<file path="config.mk">
export PLATFORM = sky130hd
export DESIGN_NAME = router_pkt_fifo
export DESIGN_NICKNAME = d
export VERILOG_FILES = /design/src/rtl/router_pkt_fifo.sv
export SDC_FILE = /design/constraint.sdc
export NUM_CORES = 1
export LEC_CHECK = 0
export BUFFER_PORTS_ARGS = -buffer_cell sky130_fd_sc_hd__buf_2
export CAP_MARGIN = 5
export CORE_MARGIN = 1.5
export CORE_UTILIZATION = 25
export DETAILED_ROUTE_END_ITERATION = 12
export GPL_TIMING_DRIVEN = 1
export SLEW_MARGIN = 40
export SYNTH_ARGS = -nofsm -noshare
export SYNTH_HDL_FRONTEND = slang
export SYNTH_SLANG_ARGS = --single-unit
</file>
<file path="constraint.sdc">
create_clock -name clock -period 6.41 [get_ports clock]
set_input_delay 1.282 -clock clock [delete_from_list [all_inputs] [get_ports clock]]
set_output_delay 1.282 -clock clock [all_outputs]
set_load 0.01 [all_outputs]
</file>
<file path="src/rtl/router_pkt_fifo.sv">
// Packet-aware output-channel FIFO for the 1x3 router: header-tagged storage,
// packet-boundary tracking on the read side, occupancy and sticky error status.
module router_pkt_fifo #(
  parameter int DATA_WIDTH = 8,
  parameter int DEPTH      = 16,
  parameter int LEN_W      = 6,
  parameter int AF_THRESH  = DEPTH - 2
) (
  input  logic                      clock,
  input  logic                      reset,
  input  logic                      soft_reset,
  input  logic                      we,
  input  logic                      re,
  input  logic                      lfd_state,
  input  logic [DATA_WIDTH-1:0]     data_in,
  output logic [DATA_WIDTH-1:0]     data_out,
  output logic                      data_out_valid,
  output logic                      header_out,
  output logic                      pkt_done,
  output logic                      full,
  output logic                      empty,
  output logic                      almost_full,
  output logic [$clog2(DEPTH):0]    count,
  output logic                      overflow,
  output logic                      underflow
);

  localparam int AW = $clog2(DEPTH);
  localparam logic [AW:0]    FULL_CNT = (AW+1)'(DEPTH);
  localparam logic [AW:0]    AF_CNT   = (AW+1)'(AF_THRESH);
  localparam logic [AW:0]    ONE_CNT  = (AW+1)'(1);
  localparam logic [AW-1:0]  ONE_PTR  = AW'(1);
  localparam logic [LEN_W:0] ONE_REM  = (LEN_W+1)'(1);
  localparam logic [LEN_W:0] ZERO_REM = (LEN_W+1)'(0);

  logic [DATA_WIDTH:0]   mem_r [DEPTH];
  logic [AW-1:0]         wp_r;
  logic [AW-1:0]         rp_r;
  logic [AW:0]           count_r;
  logic [LEN_W:0]        rem_r;
  logic                  lfd_d_r;
  logic [DATA_WIDTH-1:0] data_out_r;
  logic                  header_out_r;
  logic                  valid_r;
  logic                  pkt_done_r;
  logic                  overflow_r;
  logic                  underflow_r;

  logic                  full_s;
  logic                  empty_s;
  logic                  wr_ok_s;
  logic                  rd_ok_s;
  logic [DATA_WIDTH:0]   rd_word_s;
  logic                  rd_tag_s;
  logic [LEN_W-1:0]      rd_len_s;
  logic [LEN_W:0]        rem_nxt_s;
  logic                  pkt_done_nxt_s;
  logic [AW:0]           count_nxt_s;

  // Flag decode, accept qualification and next-state for count and packet tracking.
  always_comb begin
    full_s         = (count_r == FULL_CNT);
    empty_s        = (count_r == (AW+1)'(0));
    wr_ok_s        = we && !full_s;
    rd_ok_s        = re && !empty_s;
    rd_word_s      = mem_r[rp_r];
    rd_tag_s       = rd_word_s[DATA_WIDTH];
    rd_len_s       = rd_word_s[DATA_WIDTH-1 -: LEN_W];
    rem_nxt_s      = rem_r;
    pkt_done_nxt_s = 1'b0;
    count_nxt_s    = count_r;

    // rem holds len+1 after a header so the parity word lands on rem == 1
    if (!rd_ok_s) begin
      rem_nxt_s = rem_r;
    end else if (rd_tag_s) begin
      rem_nxt_s = {1'b0, rd_len_s} + ONE_REM;
    end else if (rem_r != ZERO_REM) begin
      rem_nxt_s = rem_r - ONE_REM;
    end else begin
      rem_nxt_s = rem_r;
    end

    if (rd_ok_s && !rd_tag_s && (rem_r == ONE_REM)) begin
      pkt_done_nxt_s = 1'b1;
    end else begin
      pkt_done_nxt_s = 1'b0;
    end

    case ({wr_ok_s, rd_ok_s})
      2'b10:   count_nxt_s = count_r + ONE_CNT;
      2'b01:   count_nxt_s = count_r - ONE_CNT;
      default: count_nxt_s = count_r;
    endcase
  end

  // Storage array; deliberately never cleared by either reset.
  always_ff @(posedge clock) begin
    if (wr_ok_s && !soft_reset && !reset) begin
      mem_r[wp_r] <= {lfd_d_r, data_in};
    end
  end

  // Pointers, occupancy, packet tracking, registered read port and sticky status.
  always_ff @(posedge clock or posedge reset) begin
    if (reset) begin
      wp_r         <= '0;
      rp_r         <= '0;
      count_r      <= '0;
      rem_r        <= '0;
      lfd_d_r      <= 1'b0;
      data_out_r   <= '0;
      header_out_r <= 1'b0;
      valid_r      <= 1'b0;
      pkt_done_r   <= 1'b0;
      overflow_r   <= 1'b0;
      underflow_r  <= 1'b0;
    end else if (soft_reset) begin
      wp_r         <= '0;
      rp_r         <= '0;
      count_r      <= '0;
      rem_r        <= '0;
      lfd_d_r      <= 1'b0;
      data_out_r   <= '0;
      header_out_r <= 1'b0;
      valid_r      <= 1'b0;
      pkt_done_r   <= 1'b0;
      overflow_r   <= 1'b0;
      underflow_r  <= 1'b0;
    end else begin
      lfd_d_r    <= lfd_state;
      count_r    <= count_nxt_s;
      rem_r      <= rem_nxt_s;
      valid_r    <= rd_ok_s;
      pkt_done_r <= pkt_done_nxt_s;
      if (wr_ok_s) begin
        wp_r <= wp_r + ONE_PTR;
      end
      if (rd_ok_s) begin
        rp_r                       <= rp_r + ONE_PTR;
        {header_out_r, data_out_r} <= rd_word_s;
      end
      if (we && full_s) begin
        overflow_r <= 1'b1;
      end
      if (re && empty_s) begin
        underflow_r <= 1'b1;
      end
    end
  end

  assign data_out       = data_out_r;
  assign header_out     = header_out_r;
  assign data_out_valid = valid_r;
  assign pkt_done       = pkt_done_r;
  assign full           = full_s;
  assign empty          = empty_s;
  assign almost_full    = (count_r >= AF_CNT);
  assign count          = count_r;
  assign overflow       = overflow_r;
  assign underflow      = underflow_r;

endmodule

</file>
==> flow_summary.json <==
{
  "run_status": "finished, final reports clean",
  "fmax_mhz": 307,
  "grtUsageTotal": 0.108,
  "cts_max_path_buffers": 2,
  "finish.net_count": 523,
  "synth-seq-area-share": 0.693,
  "floorplan.io_pins": 35,
  "drtIter0Drc": 404,
  "initial_utilization": 0.253,
  "routed_wire_length_per_instance_um": 17.7,
  "dp_cells": 870,
  "stdcell_count": 902,
  "critPathLaunchType": "flip-flop",
  "yosys_most_used_dff": "sky130_fd_sc_hd__edfxtp_1",
  "cts_post_setup_buffers_inserted": 0,
  "detailed_place_hpwl_um": 10700,
  "path_cells": "buf_4 -> mux4_2 -> mux4_2 -> ha_1 -> inv_1 -> a211oi_1 -> xnor2_1 -> o211ai_1",
  "synth.net_count": 485,
  "timing.setup.tns_ns": 0,
  "clock_insertion_delay_worst_skew_ns": 0.42,
  "drive_gt1_frac": 0.247,
  "cp_data_required_time_ns": 6.75,
  "grt_max_degree": 35,
  "crit_type": "flip-flop to flip-flop",
  "cp_slowest_cell": "sky130_fd_sc_hd__dfrtp_2",
  "clock_tree.htree_level_count": 4,
  "finalWorstPathRequiredPeriod_ns": 3.26,
  "timing.final.hold_violations": 0,
  "rsz_0062_raised_after_global_routing": "no",
  "grt_overflow_total": 0,
  "drc_violation_count_after_routing": 0,
  "min_path_type": "flip-flop to flip-flop",
  "power_density_cells_nw_per_um2": 383,
  "die_area_um2": 30900,
  "via_per_inst": 4.44,
  "post_route_worst_setup_slack_ns": 3.15,
  "area_taken_by_multi_input_logic_gates_um2": 2160,
  "max_cap_viol_count": 0,
  "vias": 4001,
  "path_max_fanout": 23,
  "cts.reportedPaths.clkPinSlew_ns": 0.07,
  "die_h_um": 176,
  "tightestPinTransition_ns": 0.760,
  "critical_path.most_common_cell": "sky130_fd_sc_hd__mux4_2",
  "crit_path_capture_type": "flip-flop",
  "post_cts.resized_instances": 0,
  "core.rowCount": 63,
  "grt_antenna_before_repair": 2,
  "pre_cts_ws_ns": 2.89,
  "post-route-period-util": 0.509,
  "timing.critical_path.slowest_cell_delay_ns": 0.80,
  "regArea_um2": 5180,
  "ys_seq_elements": 178,
  "final-setup-viol-count": 0,
  "maxSlewViolCount": 0,
  "netlist_instances": 461,
  "cts-root-buf": "sky130_fd_sc_hd__clkbuf_16",
  "detail-route-antenna-nets": 0,
  "tritoncts": "built",
  "clock_skew_ns": 0.00915,
  "core_region_area_um2": 29600,
  "chipWidth_um": 176,
  "cp.arrival_ns": 3.60,
  "synth_cell_type_count": 53,
  "gp_congestion": 0.807,
  "synth_enable_flop_cells": 144,
  "syn_area_per_cell_um2": 16.2,
  "tritoncts_sinks": 178,
  "cts_made_buffers": 17,
  "number_of_hold_repair_buffers_added_at_the_cts_stage": 0,
  "grt_pass1_wl_um": 24600,
  "worst_supply_voltage_drop_on_vdd_mv": 0.218,
  "drt-total-wl_um": 16000,
  "netlist_area_um2": 7470,
  "grt_pass1_vias": 4095,
  "syn2layout_area_growth_pct": 16.1,
  "buffer_ports.inserted": 34,
  "fill_cell_instance_count_of_the_final_layout": 2938,
  "slew_headroom": 0.491,
  "leakage_nw": 2.91,
  "detailed_routing_iterations_pass_1": 4,
  "synth_async_sr_flop_share": 0.191,
  "yosys_warnings": 0
}
-- worst paths after layout --
| path | from | endpoint | slack (ns) | depth (start not counted) |
|---|---|---|---|---|
| worst max-delay path | rp_r[0] | rem_r[4] | 3.15 | 8 |
| worst min-delay path | overflow | overflow | 0.51 | 2 |
| worst max register to register | rp_r[0] | rem_r[4] | 3.15 | 8 |
| worst min register to register | overflow | overflow | 0.51 | 2 |
| max in group asynchronous | reset | rp_r[2] | 5.10 | 3 |
| min in group asynchronous | reset | overflow | 0.98 | 3 |
-- layout by cell type, fill, tap and decap left out, types with 3 or more instances in the layout --
cell | Yosys | layout
sky130_fd_sc_hd__nor3_1 | 12 | 10
sky130_fd_sc_hd__nand2_1 | 42 | 42
sky130_fd_sc_hd__a211oi_1 | 3 | 3
sky130_fd_sc_hd__nand2b_1 | 5 | 5
sky130_fd_sc_hd__a221oi_1 | 4 | 4
sky130_fd_sc_hd__o21ai_1 | 4 | 3
sky130_fd_sc_hd__mux2i_1 | 8 | 8
sky130_fd_sc_hd__clkbuf_16 | 0 | 17
sky130_fd_sc_hd__o211ai_1 | 3 | 3
sky130_fd_sc_hd__nor4_1 | 3 | 3
sky130_fd_sc_hd__nand3b_1 | 3 | 3
sky130_fd_sc_hd__nand3_1 | 11 | 11
sky130_fd_sc_hd__edfxtp_1 | 144 | 144
sky130_fd_sc_hd__ha_1 | 10 | 10
sky130_fd_sc_hd__clkinv_2 | 0 | 3
sky130_fd_sc_hd__nor2_2 | 0 | 10
sky130_fd_sc_hd__buf_4 | 2 | 6
sky130_fd_sc_hd__nor2_1 | 36 | 26
sky130_fd_sc_hd__nor2b_1 | 4 | 4
sky130_fd_sc_hd__buf_2 | 5 | 34
sky130_fd_sc_hd__o31ai_1 | 3 | 3
sky130_fd_sc_hd__xor2_1 | 3 | 3
sky130_fd_sc_hd__inv_6 | 0 | 3
sky130_fd_sc_hd__a21oi_1 | 17 | 17
sky130_fd_sc_hd__dfrtp_1 | 34 | 32
sky130_fd_sc_hd__mux4_2 | 36 | 36
sky130_fd_sc_hd__xnor2_1 | 10 | 10
sky130_fd_sc_hd__inv_1 | 10 | 10
sky130_fd_sc_hd__nand4_1 | 3 | 3
-- synth_stat cells, types with 10 or more instances --
cell type / instances / area share
sky130_fd_sc_hd__nand3_1: 11 / 0.0074
sky130_fd_sc_hd__nor3_1: 12 / 0.0080
sky130_fd_sc_hd__nand2_1: 42 / 0.021
sky130_fd_sc_hd__a21oi_1: 17 / 0.011
sky130_fd_sc_hd__xnor2_1: 10 / 0.012
sky130_fd_sc_hd__mux4_2: 36 / 0.11
sky130_fd_sc_hd__nor2_1: 36 / 0.018
sky130_fd_sc_hd__dfrtp_1: 34 / 0.11
sky130_fd_sc_hd__ha_1: 10 / 0.017
sky130_fd_sc_hd__edfxtp_1: 144 / 0.58
sky130_fd_sc_hd__inv_1: 10 / 0.0050
-- flip-flops by register name, indices dropped and copies added (netlist names) --
name / flops
data_out_valid: 1
header_out: 1
mem_r: 144
underflow: 1
overflow: 1
lfd_d_r: 1
rem_r: 7
pkt_done: 1
rp_r: 4
data_out: 8
count: 5
wp_r: 4
-- per-layer routing --
metal / track usage / wire length [um]
met4: 0.0402 / 319
met3: 0.0305 / 923
met1: 0.148 / 7390
met2: 0.163 / 7310
met5: 0 / 11
-- power by group --
group | internal [mW] | switching [mW] | leakage [nW]
Combinational | 0.388 | 0.482 | 0.874
Clock | 0.578 | 0.444 | 0.281
Sequential | 1.32 | 0.106 | 1.75
Total | 2.29 | 1.03 | 2.91
-- area by class of cell --
class	count	area share
diodes	1	0.000289
clock buffers	17	0.0491
clock inverters	14	0.0175
inverters	12	0.00520
multi-input cells	250	0.250
flip-flops and latches	178	0.597
well taps	390	0.0563
repair buffers	40	0.0248
-- cell families after synthesis --
| logic type | Yosys count | share of synthesized area |
|---|---|---|
| adder cells (fa/ha/maj) | 10 | 0.0168 |
| AND/OR/NAND/NOR | 127 | 0.0781 |
| flip-flops | 178 | 0.693 |
| multiplexers | 46 | 0.126 |
| AO/OA/AOI/OAI | 54 | 0.0486 |
| buffers and inverters | 33 | 0.0226 |
| XOR/XNOR | 13 | 0.0152 |
-- through the flow --
| stage | instance area, um^2 | power (mW) | util | hold slack, ns |
|---|---|---|---|---|
| global route | 8670 | 3.49 | 0.293 | 0.555 |
| CTS | 8650 | 3.35 | 0.293 | 0.526 |
| floorplan | 7470 | 2.09 | - | 0.492 |
| finish | 8670 | 3.32 | 0.293 | 0.508 |
| detailed placement | 8080 | 2.33 | 0.273 | 0.512 |
| global placement | 8050 | 2.32 | 0.272 | 0.484 |
-- critical path, delay by kind of cell (launching register included) --
family | cells | cell delay [ns]
adder cells (fa/ha/maj) | 1 | 0.25
flip-flops | 1 | 0.80
XOR/XNOR | 1 | 0.15
AO/OA/AOI/OAI | 2 | 0.23
multiplexers | 2 | 1.14
buffers and inverters | 2 | 0.60
(Power assumes the default switching activity.)
